`src/rtl/pc_unit.sv`:
```
// Program counter unit: sequential advance, branch/jump/call/ret redirects,
// a circular return-address stack and a RUN/HALTED control state machine.
module pc_unit #(
  parameter int unsigned           PC_WIDTH     = 32,
  parameter int unsigned           STEP         = 4,
  parameter logic [PC_WIDTH-1:0]   RESET_VECTOR = '0,
  parameter int unsigned           RAS_DEPTH    = 4
) (
  input  logic                clock,
  input  logic                reset,
  input  logic                stall,
  input  logic                halt_req,
  input  logic                resume,
  input  logic                branch_taken,
  input  logic [PC_WIDTH-1:0] branch_target,
  input  logic                jump,
  input  logic                call,
  input  logic                ret,
  input  logic [PC_WIDTH-1:0] jump_target,
  output logic [PC_WIDTH-1:0] pc,
  output logic [PC_WIDTH-1:0] pc_plus_step,
  output logic                halted,
  output logic                ras_empty,
  output logic                ras_full,
  output logic                ras_ovf,
  output logic                ras_unf
);

  localparam int unsigned AW = $clog2(RAS_DEPTH);
  localparam int unsigned CW = $clog2(RAS_DEPTH) + 1;

  typedef enum logic {RUN = 1'b0, HALTED = 1'b1} state_e;

  state_e                state_q, state_d;
  logic [PC_WIDTH-1:0]   pc_q, pc_d;
  logic [AW-1:0]         wp_q, wp_d;
  logic [CW-1:0]         cnt_q, cnt_d;
  logic                  ovf_q, ovf_d;
  logic                  unf_q, unf_d;
  logic                  push_en;
  logic [AW-1:0]         top_idx;
  logic [PC_WIDTH-1:0]   ras_q [RAS_DEPTH];

  assign pc_plus_step = pc_q + PC_WIDTH'(STEP);
  assign top_idx      = wp_q - AW'(1);
  assign ras_empty    = (cnt_q == '0);
  assign ras_full     = (cnt_q == CW'(RAS_DEPTH));

  // State register and control/pointer registers
  always_ff @(posedge clock or posedge reset) begin
    if (reset) begin
      state_q <= RUN;
      pc_q    <= RESET_VECTOR;
      wp_q    <= '0;
      cnt_q   <= '0;
      ovf_q   <= 1'b0;
      unf_q   <= 1'b0;
    end else begin
      state_q <= state_d;
      pc_q    <= pc_d;
      wp_q    <= wp_d;
      cnt_q   <= cnt_d;
      ovf_q   <= ovf_d;
      unf_q   <= unf_d;
    end
  end

  // Stack storage; entries are only meaningful below cnt_q, so no reset needed
  always_ff @(posedge clock) begin
    if (push_en) begin
      ras_q[wp_q] <= pc_plus_step;
    end
  end

  // Next-state and redirect selection: ret > call > jump > branch > step
  always_comb begin
    state_d = state_q;
    pc_d    = pc_q;
    wp_d    = wp_q;
    cnt_d   = cnt_q;
    ovf_d   = ovf_q;
    unf_d   = unf_q;
    push_en = 1'b0;
    case (state_q)
      RUN: begin
        if (halt_req) begin
          state_d = HALTED;
        end else if (!stall) begin
          if (ret) begin
            if (!ras_empty) begin
              pc_d  = ras_q[top_idx];
              wp_d  = top_idx;
              cnt_d = cnt_q - CW'(1);
            end else begin
              pc_d  = pc_plus_step;
              unf_d = 1'b1;
            end
          end else if (call) begin
            // A full stack wraps the write pointer onto the oldest entry
            push_en = 1'b1;
            pc_d    = jump_target;
            wp_d    = wp_q + AW'(1);
            if (ras_full) begin
              ovf_d = 1'b1;
            end else begin
              cnt_d = cnt_q + CW'(1);
            end
          end else if (jump) begin
            pc_d = jump_target;
          end else if (branch_taken) begin
            pc_d = branch_target;
          end else begin
            pc_d = pc_plus_step;
          end
        end
      end
      HALTED: begin
        if (resume) begin
          state_d = RUN;
        end
      end
      default: state_d = RUN;
    endcase
  end

  assign pc      = pc_q;
  assign halted  = (state_q == HALTED);
  assign ras_ovf = ovf_q;
  assign ras_unf = unf_q;

endmodule

```
`config.mk`:
```
export PLATFORM = sky130hd
export DESIGN_NAME = pc_unit
export DESIGN_NICKNAME = d
export VERILOG_FILES = /design/src/rtl/pc_unit.sv
export SDC_FILE = /design/constraint.sdc
export NUM_CORES = 1
export LEC_CHECK = 0
export CAP_MARGIN = 20
export CORE_MARGIN = 2
export CORE_UTILIZATION = 54
export DETAILED_ROUTE_END_ITERATION = 8
export PLACE_DENSITY = 0.8
export SYNTH_ARGS = -nofsm -noshare
export SYNTH_HDL_FRONTEND = slang
export SYNTH_SLANG_ARGS = --single-unit
```
`constraint.sdc`:
```
create_clock -name clock -period 3.6 [get_ports clock]
set_input_delay 0.54 -clock clock [delete_from_list [all_inputs] [get_ports clock]]
set_output_delay 0.54 -clock clock [all_outputs]
set_load 0.02 [all_outputs]
```
# Word level (Yosys, flattened, before mapping)
# Memory sizes are Yosys's and may differ from the RTL's.
# Cells that the tools add are included.
dict set report classes {
  reduce_logical 7
  n_addsub 5
  muxes 22
  bitwise_logic 4
  n_eq_ne 3
}
# op n
set ops {}
lappend ops {{$mux 32} 5}
lappend ops {{$add 32x3->32 const B} 1}
lappend ops {{$mux 3} 4}
lappend ops {{$reduce_and 6->1} 2}
lappend ops {{$reduce_and 5->1} 2}
lappend ops {{$mux 1} 9}
lappend ops {{$mux 2} 3}
lappend ops {{$ne 2x2->1 const B} 2}
lappend ops {{$not 1->1} 4}
lappend ops {{$add 3x1->3 const B} 1}
lappend ops {{$eq 3x3->1 const B} 1}
lappend ops {{$logic_not 3->1} 1}
lappend ops {{$reduce_and 3->1} 1}
lappend ops {{$sub 3x1->3 const B} 1}
lappend ops {{$add 2x1->2 const B} 1}
lappend ops {{$pmux 1 s2} 1}
lappend ops {{$reduce_bool 2->1} 1}
lappend ops {{$sub 2x1->2 const B} 1}
dict set report totals {
  out_inout_bits 69
  register_bits 40
  ramBits 128
  word_cells 48
  n_memories 1
  inputBits 73
}
# memory depth word_bits read_ports rd_clocked_by_memory_dff wr line_no
set mem_list {}
lappend mem_list {ras_q 4 32 1 0 1 42} ;# logic [PC_WIDTH-1:0] ras_q [RAS_DEPTH];

# Depth between registers and ports, before layout
dict set report depth {
  ltp_word 7
  depth_mapped 11
  ltp_nobuf 7
}

# Worst setup path after synthesis
# No wires, ideal clock.
dict set report synth_timing {
  path_type {reg2out}
  start {register pc_q[2] (netlist: pc[2])}
  end {output pc_plus_step[24]}
  t_arrival_ns 2.200
  setup_slack_ns 0.860
  path_stages_with_launch 6
  path_cell_list {dfrtp_1 ha_1 nand3_1 nor4_4 nand3_2 xnor2_1}
}
dict set report synth_between {
  elab_chain_len 1
}
# element line_no
set synth_lines {}
lappend synth_lines {{start, declared} 35} ;# logic [PC_WIDTH-1:0] pc_q, pc_d;
lappend synth_lines {{start signal, assigned} 60} ;# pc_q <= pc_d;
lappend synth_lines {{$add 32x3->32} 44} ;# assign pc_plus_step = pc_q + PC_WIDTH'(STEP);
lappend synth_lines {{end, declared} 21} ;# output logic [PC_WIDTH-1:0] pc_plus_step,
# No other way between the ends.

# Final worst setup path
dict set report layout_timing {
  start {register pc_q[3] (netlist: pc[3])}
  end {output pc_plus_step[22]}
}
# The elaborated chain is that of the path after synthesis.

==> results.sh <==
export IMPL_final_layout_size_suffix_gt1_frac=0.169
export IMPL_status="complete, no violations"
export IMPL_vias=7215
export IMPL_cts_tree="done"
export IMPL_avgSynthCellArea_um2=12.1
export IMPL_ys_warn_count=0
export IMPL_initial_utilization=0.550
export IMPL_p_leak_nw=3.96
export IMPL_synth_most_common_cell="edfxtp_1"
export IMPL_fin_area_um2=11100
export IMPL_final_nets=944
export IMPL_area_growth_pct=28.0
export IMPL_cts_buffer_depth=2
export IMPL_hold_viol=0
export IMPL_synth_simple_area_share=0.143
export IMPL_grt_pass1_wl_um=40600
export IMPL_synth_compound_area_share=0.134
export IMPL_ioPinCount=142
export IMPL_htree_levels=4
export IMPL_cp_arrival_ns=3.00
export IMPL_rows=46
export IMPL_maxCapViolations=0
export IMPL_switchingPower_mw=3.40
export IMPL_synth_adder_area_share=0.00953
export IMPL_report_final_slew_viol_count=0
export IMPL_synth_xor_area_frac=0.0232
export IMPL_clkPwrFrac=0.205
export IMPL_grt_max_degree=41
export IMPL_worstPathRequired_ns=3.06
export IMPL_ys_seq_area_frac=0.559
export IMPL_yosys_area_top_type="edfxtp_1"
export IMPL_placed_area_um2=10400
export IMPL_muxShareOfSynthArea=0.0928
export IMPL_core_um2=15800
export IMPL_initialDrtViolationCount=781
export IMPL_period_share=0.983
export IMPL_sw_frac_of_total=0.394
export IMPL_cts_sinks=168
export IMPL_syn_cell_area_um2=8670
export IMPL_cts_root_buf="clkbuf_16"
export IMPL_hp_class="flip-flop to flip-flop"
export IMPL_topRoutingLayerUsed="met4"
export IMPL_via_per_inst=6.60
export IMPL_wirelength_um=26700
export IMPL_finalClockSkew_ns=0.00940
export IMPL_synthDistinctLibCells=76
export IMPL_drc_errors=0
export IMPL_synth_top_area_share=0.443
export IMPL_worst_pin_slew_ns=0.748
export IMPL_p_seq_frac=0.339
export IMPL_setup_viol=0
export IMPL_min_period_ns=3.54
export IMPL_min_delay_start="ras_unf$_DFFE_PP0P_"
export IMPL_critical_path_max_fanout=11
export IMPL_tns_ns=0
export IMPL_utilization=0.704
export IMPL_cts_buffers=17
export IMPL_syn_num_nets=797
export IMPL_synthTopCellsByArea="edfxtp_1 (44%), dfrtp_1 (12%), mux4_2 (8.3%)"
export IMPL_clk_pin_slew_ns=0.07
export IMPL_cp_start_kind="flip-flop"
export IMPL_fp_dieH_um=131
export IMPL_combPwrFrac=0.456
export IMPL_route_met3_wl_um=2860
export IMPL_track_usage=0.325
export IMPL_clock_latency_ns=0.43
export IMPL_nFillCells=1118
export IMPL_synthFlopType="edfxtp_1"
export IMPL_wl_per_cell_um=24.4
export IMPL_synth_seq_cells=168
export IMPL_firstDrtPassIters=5
export IMPL_finalPower_mw=8.63
export IMPL_crit_type="flip-flop to output port"
export IMPL_gp_congestion=0.946
export IMPL_synth_edf_count=128
export IMPL_gr_total_overflow=0
export IMPL_n_antenna_cell=0
export IMPL_startpoint="pc[3]$_DFFE_PP0P_"
export IMPL_grt_pass1_vias=7234
export IMPL_fin_cells=1094
export IMPL_synth_top_family_by_area="simple AND/OR/NAND/NOR gates"
export IMPL_synth_cells=718
export IMPL_antenna_found_initial=0
export IMPL_dp_cells=1058
export IMPL_rr_startpoint="wp_q[1]$_DFFE_PP0P_"
export IMPL_wl_met2_um=12600
export IMPL_port_buffers=141
export IMPL_die_area_um2=17100
export IMPL_async_flop_share=0.238
export IMPL_ant_nets=0
export IMPL_wl_met1_um=10200
export IMPL_synth_common_cells="edfxtp_1 (128), nand2_1 (66), a21oi_1 (47)"
export IMPL_slew_headroom=0.497
export IMPL_fmax_mhz=283
export IMPL_internal_power_mw=5.23
export IMPL_vdd_drop_max_mv=0.419
export IMPL_powerDensity_nw_per_um2=778
export IMPL_die_w_um=131
export IMPL_endpoint_kind="output port"
export IMPL_place_hpwl_um=18400
## through the flow
step	setup slack, ns	hold WS (ns)
3_5_place_dp	0.361	0.466
2_1_floorplan	0.860	0.488
3_3_place_gp	0.464	0.468
4_1_cts	0.00924	0.478
6_report	0.0624	0.488
5_1_grt	-0.00282	0.502
## worst max-delay path, stage by stage, from the launching register on
cell             delay (ns)
dfrtp_1                0.44
ha_1                   0.29
and3_1                 0.21
nand4_1                0.19
buf_4                  0.25
o31ai_1                0.36
nand2_1                0.23
clkdlybuf4s50_1        0.59
## cell families after synthesis
kind of cell / after synthesis
compound gates: 176
xor+xnor: 23
fa+ha+maj: 6
buf+inv: 78
flops: 168
mux: 40
simple gates: 227
## worst paths after layout
check	endpoint	slack, ns	cells after the start
hold / removal	ras_unf$_DFFE_PP0P_	0.49	1
setup / recovery	pc_plus_step[22]	0.06	7
setup reg to reg	pc[14]$_DFFE_PP0P_	0.96	7
min in group asynchronous	pc[25]$_DFFE_PP0P_	0.58	3
max in group asynchronous	pc[2]$_DFFE_PP0P_	2.57	3
hold reg to reg	ras_unf$_DFFE_PP0P_	0.49	1
## cells in the final DEF (no fill, tap or decap), types with 10 or more instances in the layout
cell type and n:
o21ai_0 27, a21oi_1 47, dfrtp_1 38, nor3_1 14, o211ai_1 11, clkbuf_16 17
inv_1 19, mux4_2 32, edfxtp_1 128, and3_1 15, nor2_1 31, clkdlybuf4s50_1 136
nand2_1 66, buf_4 42, nand3_1 32, nand4_1 13, a31oi_1 10
## registers in the layout, indices dropped and copies added (netlist names)
register	count
ras_q	128
halted	1
ras_ovf	1
cnt_q	3
pc	32
ras_unf	1
wp_q	2
## cell type report
class                   instances  area (µm²)  share of cell area
flip-flops and latches        168        4850               0.437
multi-input cells             472        3590               0.323
repair buffers                183        1730               0.156
clock buffers                  20         457              0.0412
well taps                     216         270              0.0244
clock inverters                12         116              0.0105
inverters                      23        86.3             0.00778
## routing by layer
layer | vias to the layer above | GRT usage
li1 | 3078 | -
met1 | 3560 | 0.435
met2 | 493 | 0.519
met3 | 84 | 0.0594
met4 | 0 | 0.154
met5 | - | 0
## what timing repair did
action | CTS | global route
gates resized for setup | 6 | 15
endpoints found under the setup margin | 7 | 18
pin swaps | 1 | 1
buffers inserted | 1 | 3
hold buffers | 0 | 0
## power by group through the flow
stage | clock, mW | combinational, mW | sequential [mW]
after floorplan | 0 | 2.15 | 3.03
after global placement | 0 | 3.75 | 2.89
after detailed placement | 0 | 3.81 | 2.92
after CTS | 1.78 | 3.89 | 2.90
after global routing | 1.86 | 4.17 | 2.96
final | 1.77 | 3.94 | 2.93
Note: power is estimated with default switching activity, not from simulation.
